`src/rtl/adv_timer_event_gen_if.sv`:
```
// Event-router link: level request with per-line accept, plus per-line pending count and overflow status.
interface adv_timer_event_gen_if #(
  parameter int N_EVT = 4,
  parameter int CNT_W = 3
) ();
  logic [N_EVT-1:0]       evt_req_o;
  logic [N_EVT-1:0]       evt_ack_i;
  logic [N_EVT*CNT_W-1:0] evt_pend_o;
  logic [N_EVT-1:0]       evt_ovf_o;

  modport master (
    output evt_req_o,
    output evt_pend_o,
    output evt_ovf_o,
    input  evt_ack_i
  );

  modport slave (
    input  evt_req_o,
    input  evt_pend_o,
    input  evt_ovf_o,
    output evt_ack_i
  );
endinterface

```
`src/rtl/adv_timer_event_gen.sv`:
```
// Turns selected timer PWM edges into queued, lossless req/ack events for the SoC event router.
// Latency: a PWM edge driven at clock t raises req / bumps the count at clock t+1.
// Backpressure: up to 2^CNT_W-1 events queue per line; beyond that events drop and ovf sticks.
module adv_timer_event_gen #(
  parameter int N_SRC = 16,
  parameter int N_EVT = 4,
  parameter int SEL_W = 4,
  parameter int CNT_W = 3
) (
  input  logic                   clk_i,
  input  logic                   rst_i,
  input  logic [N_SRC-1:0]       pwm_i,
  input  logic [N_EVT-1:0]       cfg_en_i,
  input  logic [N_EVT*SEL_W-1:0] cfg_sel_i,
  input  logic [N_EVT*2-1:0]     cfg_edge_i,
  input  logic [N_EVT-1:0]       cfg_clr_i,
  adv_timer_event_gen_if.master  evt
);

  localparam logic [CNT_W-1:0] CNT_MAX = '1;

  logic [N_EVT-1:0]       req;
  logic [N_EVT-1:0]       ovf;
  logic [N_EVT*CNT_W-1:0] pend;

  for (genvar n = 0; n < N_EVT; n++) begin : g_evt
    logic [SEL_W-1:0] sel;
    logic [SEL_W-1:0] sel_q;
    logic [1:0]       mode;
    logic             samp;
    logic             prev_q;
    logic             vld_q;
    logic             edge_hit;
    logic             hit;
    logic             acc;
    logic [CNT_W-1:0] cnt_q;
    logic             ovf_q;

    assign sel  = cfg_sel_i[n*SEL_W +: SEL_W];
    assign mode = cfg_edge_i[n*2 +: 2];

    always_comb begin
      samp = 1'b0;
      if (int'(sel) < N_SRC) samp = pwm_i[sel];
    end

    always_comb begin
      edge_hit = 1'b0;
      case (mode)
        2'b00:   edge_hit = samp & ~prev_q;
        2'b01:   edge_hit = ~samp & prev_q;
        2'b10:   edge_hit = samp ^ prev_q;
        default: edge_hit = 1'b0;
      endcase
    end

    // prev_q belongs to the old source for one cycle after a select change, so that edge is ignored.
    assign hit = cfg_en_i[n] & vld_q & (sel == sel_q) & edge_hit;
    assign acc = req[n] & evt.evt_ack_i[n];

    always_ff @(posedge clk_i) begin
      if (rst_i) begin
        prev_q <= 1'b0;
        sel_q  <= '0;
        vld_q  <= 1'b0;
        cnt_q  <= '0;
        ovf_q  <= 1'b0;
      end else begin
        prev_q <= samp;
        sel_q  <= sel;
        vld_q  <= 1'b1;
        if (cfg_clr_i[n]) begin
          cnt_q <= '0;
          ovf_q <= 1'b0;
        end else if (hit && !acc) begin
          if (cnt_q != CNT_MAX) cnt_q <= cnt_q + 1'b1;
          else                  ovf_q <= 1'b1;
        end else if (!hit && acc) begin
          cnt_q <= cnt_q - 1'b1;
        end
      end
    end

    assign req[n]                  = (cnt_q != '0);
    assign pend[n*CNT_W +: CNT_W]  = cnt_q;
    assign ovf[n]                  = ovf_q;
  end

  assign evt.evt_req_o  = req;
  assign evt.evt_pend_o = pend;
  assign evt.evt_ovf_o  = ovf;

endmodule

```
`src/flat_wrapper.sv`:
```
// flat-port wrapper written by rule: the top's interface ports become plain ports
module adv_timer_event_gen_flat 
#(
  parameter int N_SRC = 16,
  parameter int N_EVT = 4,
  parameter int SEL_W = 4,
  parameter int CNT_W = 3
)
  (clk_i, rst_i, pwm_i, cfg_en_i, cfg_sel_i, cfg_edge_i, cfg_clr_i, evt_evt_req_o, evt_evt_pend_o, evt_evt_ovf_o, evt_evt_ack_i);
  adv_timer_event_gen_if #(.N_EVT(N_EVT), .CNT_W(CNT_W)) evt_i ();
  input  logic clk_i;
  input  logic rst_i;
  input  logic [N_SRC-1:0] pwm_i;
  input  logic [N_EVT-1:0] cfg_en_i;
  input  logic [N_EVT*SEL_W-1:0] cfg_sel_i;
  input  logic [N_EVT*2-1:0] cfg_edge_i;
  input  logic [N_EVT-1:0] cfg_clr_i;
  output wire logic [$bits(evt_i.evt_req_o)-1:0] evt_evt_req_o;
  output wire logic [$bits(evt_i.evt_pend_o)-1:0] evt_evt_pend_o;
  output wire logic [$bits(evt_i.evt_ovf_o)-1:0] evt_evt_ovf_o;
  input wire logic [$bits(evt_i.evt_ack_i)-1:0] evt_evt_ack_i;
  assign evt_evt_req_o = evt_i.evt_req_o;
  assign evt_evt_pend_o = evt_i.evt_pend_o;
  assign evt_evt_ovf_o = evt_i.evt_ovf_o;
  assign evt_i.evt_ack_i = evt_evt_ack_i;
  adv_timer_event_gen #(.N_SRC(N_SRC), .N_EVT(N_EVT), .SEL_W(SEL_W), .CNT_W(CNT_W)) u_core (.clk_i(clk_i), .rst_i(rst_i), .pwm_i(pwm_i), .cfg_en_i(cfg_en_i), .cfg_sel_i(cfg_sel_i), .cfg_edge_i(cfg_edge_i), .cfg_clr_i(cfg_clr_i), .evt(evt_i));
endmodule
```
`config.mk`:
```
export PLATFORM = sky130hd
export DESIGN_NAME = adv_timer_event_gen_flat
export DESIGN_NICKNAME = d
export VERILOG_FILES = /design/src/rtl/adv_timer_event_gen_if.sv /design/src/rtl/adv_timer_event_gen.sv /design/src/flat_wrapper.sv
export SDC_FILE = /design/constraint.sdc
export NUM_CORES = 1
export LEC_CHECK = 0
export ABC_AREA = 1
export CAP_MARGIN = 10
export CORE_MARGIN = 2
export CORE_UTILIZATION = 30
export CTS_BUF_LIST = sky130_fd_sc_hd__clkbuf_8 sky130_fd_sc_hd__clkbuf_16
export CTS_CLUSTER_DIAMETER = 150
export DETAILED_ROUTE_END_ITERATION = 10
export PLACE_DENSITY = 0.53
export SYNTH_ARGS = -nofsm -noshare
export SYNTH_HDL_FRONTEND = slang
export SYNTH_SLANG_ARGS = --single-unit
```
`constraint.sdc`:
```
create_clock -name clk_i -period 3.88 [get_ports clk_i]
set_input_delay 0.776 -clock clk_i [delete_from_list [all_inputs] [get_ports clk_i]]
set_output_delay 0.776 -clock clk_i [all_outputs]
set_load 0.01 [all_outputs]
```
==> results.txt, run 1 <==
----------------------------------------------------
[Pwr]
  Static leakage power ... 1.603 nW
  Worst voltage drop across the vdd grid ... 0.1416 mV
  Power per unit of standard cell area ... 271.5 mW/mm^2

[Logic synthesis]
  EDFF count, synth ... 0
  Number of instances in the synthesized netlist ... 440
  Top cells by area, synth ... dfxtp_1 (27%), nand2_1 (15%), inv_1 (9.0%), nor2_1 (8.6%), nand3_1 (7.6%)
  Number of warnings reported in the yosys synthesis log ... 0
  Async set or reset register ratio after synthesis ... 0%
  Net count after synthesis ... 506
  Area share of the leading cell type in the synthesized netlist ... 27.27%
  Cell with the most instances after synthesis ... nand2_1
  Top post-synthesis cells by count ... nand2_1 (105), inv_1 (65), nor2_1 (62)
  Total of flip-flops plus latches after synthesis ... 37
  Synthesized cell area ... 0.002716 sq mm
  Ys flop type ... dfxtp_1
  Post-Syn Area per Cell ... 6.174 sq um
  Most area-hungry cell type in the Yosys netlist ... dfxtp_1
  Sequential cell area fraction in the yosys report ... 27.27%
  Count of cell types in the netlist ... 25

[Global routing]
  Overall Global Routing Usage ... 15.32%
  Pin count of the biggest net entering global routing ... 19
  Grt ovf ... 0
  First-pass GRT wire length ... 12.25 mm
  Antenna violations before repair ... 0
  Number of global-route vias before repair ... 2648

[Routing]
  Router iterations before antenna repair ... 4
  Vias per inst ... 4.629
  Routed Antenna Nets ... 0
  Post-detailed-routing wire length ... 7.252 mm
  DR vias ... 2847
  DRC violations left ... 0
  Average detailed-routed wire length per instance ... 11.79 microns
  Number of DRC markers in iteration 0 ... 123

[STA]
  Final clock skew ... 0.007330 ns
  Final setup violating endpoints ... 0
  Minimum clock period ... 3.472 ns
  Final worst-path cycle share ... 89.48%
  Final setup slack of the worst path ... 0.4083 ns
  Max-slew violation count ... 0
  Highest attainable clock frequency ... 288.0 MHz
  Unrepaired setup endpoints after global routing ... false
  Final hold violations ... 0
  Setup TNS ... 0 ns
  Transition time of the tightest slew-check pin ... 0.8010 ns
  Worst relative slew slack ... 46.43%

[Clock tree]
  TritonCTS clock tree ... done
  Clock root buffer master ... clkbuf_8
  Total CTS buffers ... 5
  Number of gates resized after CTS ... 0
  Number of levels the H-tree was split into ... 2
  Post-cts hold buffer count ... 0
  Clock network latency to the later pin of the worst-skew pair ... 0.30 ns
  Number of post-CTS setup repair buffers ... 0
  Worst-case clock buffer depth ... 2
  Number of sinks handled by clock tree synthesis ... 37
  Worst-path clk slew ... 0.08 ns

[Placement]
  Setup Slack @ Placement ... 0.1087 ns
  Final GP Congestion ... 0.8118
  Port bufs ... 73
  Sum of net half-perimeters after detailed placement ... 5.748 mm

[Die]
  Placement Rows ... 34
  Core ar. ... 0.008763 sq mm
  Initial core utilization ... 31.00%
  Horiz. Die Dim ... 99.16 microns
  Die outline height ... 99.16 microns
  I/O pin total ... 74
  Full die area ... 0.009832 sq mm

[Final layout]
  Post-layout utilization of the core ... 41.25%
  Layout net count ... 572
  Proportion of layout cells with a drive suffix above 1 ... 4.536%
  Signed area change from the synthesized netlist to the final layout ... 33.07%
  Count of inserted antenna diode cells ... 0
  Total area of multi-input combinational cells ... 0.001618 sq mm
  Filler cell count ... 946
  Sequential standard cell area ... 740.7 sq um

[Critical path]
  Setup CP Type ... input port to flop
  Reg2reg start ... u_core.g_evt[3].prev_q
  Start point of the critical path ... cfg_sel_i[12]
  Worst flop-to-flop path endpoint ... u_core.g_evt[3].cnt_q[2]
  Setup crit start kind ... input port
  Crit end category ... flop
  FF-to-FF path depth ... 14
  Required time of the critical path ... 4.07 ns
  CP Data Arrival Time ... 3.67 ns
  Critical path peak fanout ... 18
  Setup slack of the worst register-to-register path ... 1.81 ns

[Min path]
  Kind of path behind the tightest hold check ... flop to flop
  Instance count along the most critical hold path ... 1
  WHS Endpoint ... u_core.g_evt[2].ovf_q
  Critical hold path startpoint ... u_core.g_evt[2].ovf_q

[Run status]
  Outcome ... complete, no violations

[Run]
  Total of max-cap violations ... 0

----------------------------------------------------
==> worst max path at each step <==
| stage | to | depth (start not counted) |
|---|---|---|
| 2_1_floorplan | u_core.g_evt[3].cnt_q[2] | 19 |
| 3_3_place_gp | u_core.g_evt[3].cnt_q[2] | 19 |
| 3_5_place_dp | u_core.g_evt[3].cnt_q[2] | 19 |
| 4_1_cts | u_core.g_evt[3].cnt_q[2] | 19 |
| 5_1_grt | u_core.g_evt[3].cnt_q[2] | 19 |
| 6_report | u_core.g_evt[3].cnt_q[2] | 19 |
==> critical path, cell delays in order <==
cell and delay [ns]:
clkdlybuf4s50_1 0.80, a21oi_1 0.13, o21ai_0 0.09, nand3_1 0.10, nand3_1 0.09, nand2_1 0.09, ha_1 0.27, nand2_1 0.08
nand2_1 0.06, nor2_1 0.10, nand2_1 0.07, nor2_2 0.12, nand2_1 0.10, fa_1 0.39, nand3b_1 0.17, nand2_1 0.08
nand2_1 0.05, nand2_1 0.05, nor2_1 0.04
==> cell type report <==
type                    instances  area share (%)
inverters                      67           6.957
repair buffers                 76           20.84
flip-flops and latches         37           20.49
well taps                     108           3.738
multi-input cells             319           44.76
clock buffers                   6           2.285
clock inverters                 2          0.9346
==> metal layers <==
layer / routed length (microns) / vias up / share of wire [%] / GRT usage [%]
li1: - / 1530 / - / -
met1: 3338 / 1250 / 46 / 19.16
met2: 3505 / 63 / 48 / 26.92
met3: 350 / 4 / 4.8 / 3.584
met4: 57 / 0 / 0.79 / 3.161
met5: 0 / - / 0 / 0
==> sequential cells by signal (all words and copies together) (netlist names) <==
signal / count
u_core.g_evt.cnt_q: 12
u_core.g_evt.ovf_q: 4
u_core.g_evt.prev_q: 4
u_core.g_evt.sel_q: 16
u_core.g_evt.vld_q: 1
==> cells in the final DEF, fill, tap and decap left out, types with 4 or more instances in the layout <==
master	instances
o21ai_0	26
o211ai_1	17
clkdlybuf4s50_1	73
xnor2_1	4
dfxtp_1	37
clkbuf_8	6
nand4_1	6
inv_1	66
a21oi_1	26
o21a_1	4
nand3_1	41
nand2_2	5
ha_1	8
fa_1	4
nand2_1	105
nor2_1	62
==> through the flow <==
step	power, mW	hold slack (ns)	instances	cell area, sq um
after floorplan	0.5383	0.4416	440	2716
after global placement	0.6322	0.4528	607	3498
after detailed placement	0.6346	0.4577	607	3498
after CTS	0.9961	0.4797	615	3615
after global routing	1.044	0.4941	615	3615
final	0.9812	0.4717	615	3615
==> cells by family (layout without fill, tap and decap cells) <==
| logic type | Yosys count | in the layout | share of synthesized area [%] |
|---|---|---|---|
| buf+inv | 84 | 151 | 13.17 |
| fa+ha+maj | 12 | 12 | 6.633 |
| simple gates | 228 | 228 | 35.56 |
| compound gates | 75 | 75 | 16.08 |
| xor+xnor | 4 | 4 | 1.290 |
| flops | 37 | 37 | 27.27 |
==> report_power, final <==
part | internal (mW) | switching (mW) | leakage, nW
registers | 0.394 | 0.00922 | 0.304
clock network | 0.207 | 0.150 | 0.0626
logic | 0.106 | 0.116 | 1.24
total | 0.707 | 0.275 | 1.60
(Power assumes the default switching activity.)
==> run 2: changes to the inputs <==
SKIP_CTS_REPAIR_TIMING = 1   (was default)
==> results of run 2 <==
Final layout, timing and power as in run 1 (identical DEF).
==> run 3: changes to the inputs <==
CTS_CLUSTER_DIAMETER = default   (was 150)
==> results of run 3 <==
Final layout, timing and power as in run 1 (identical DEF).
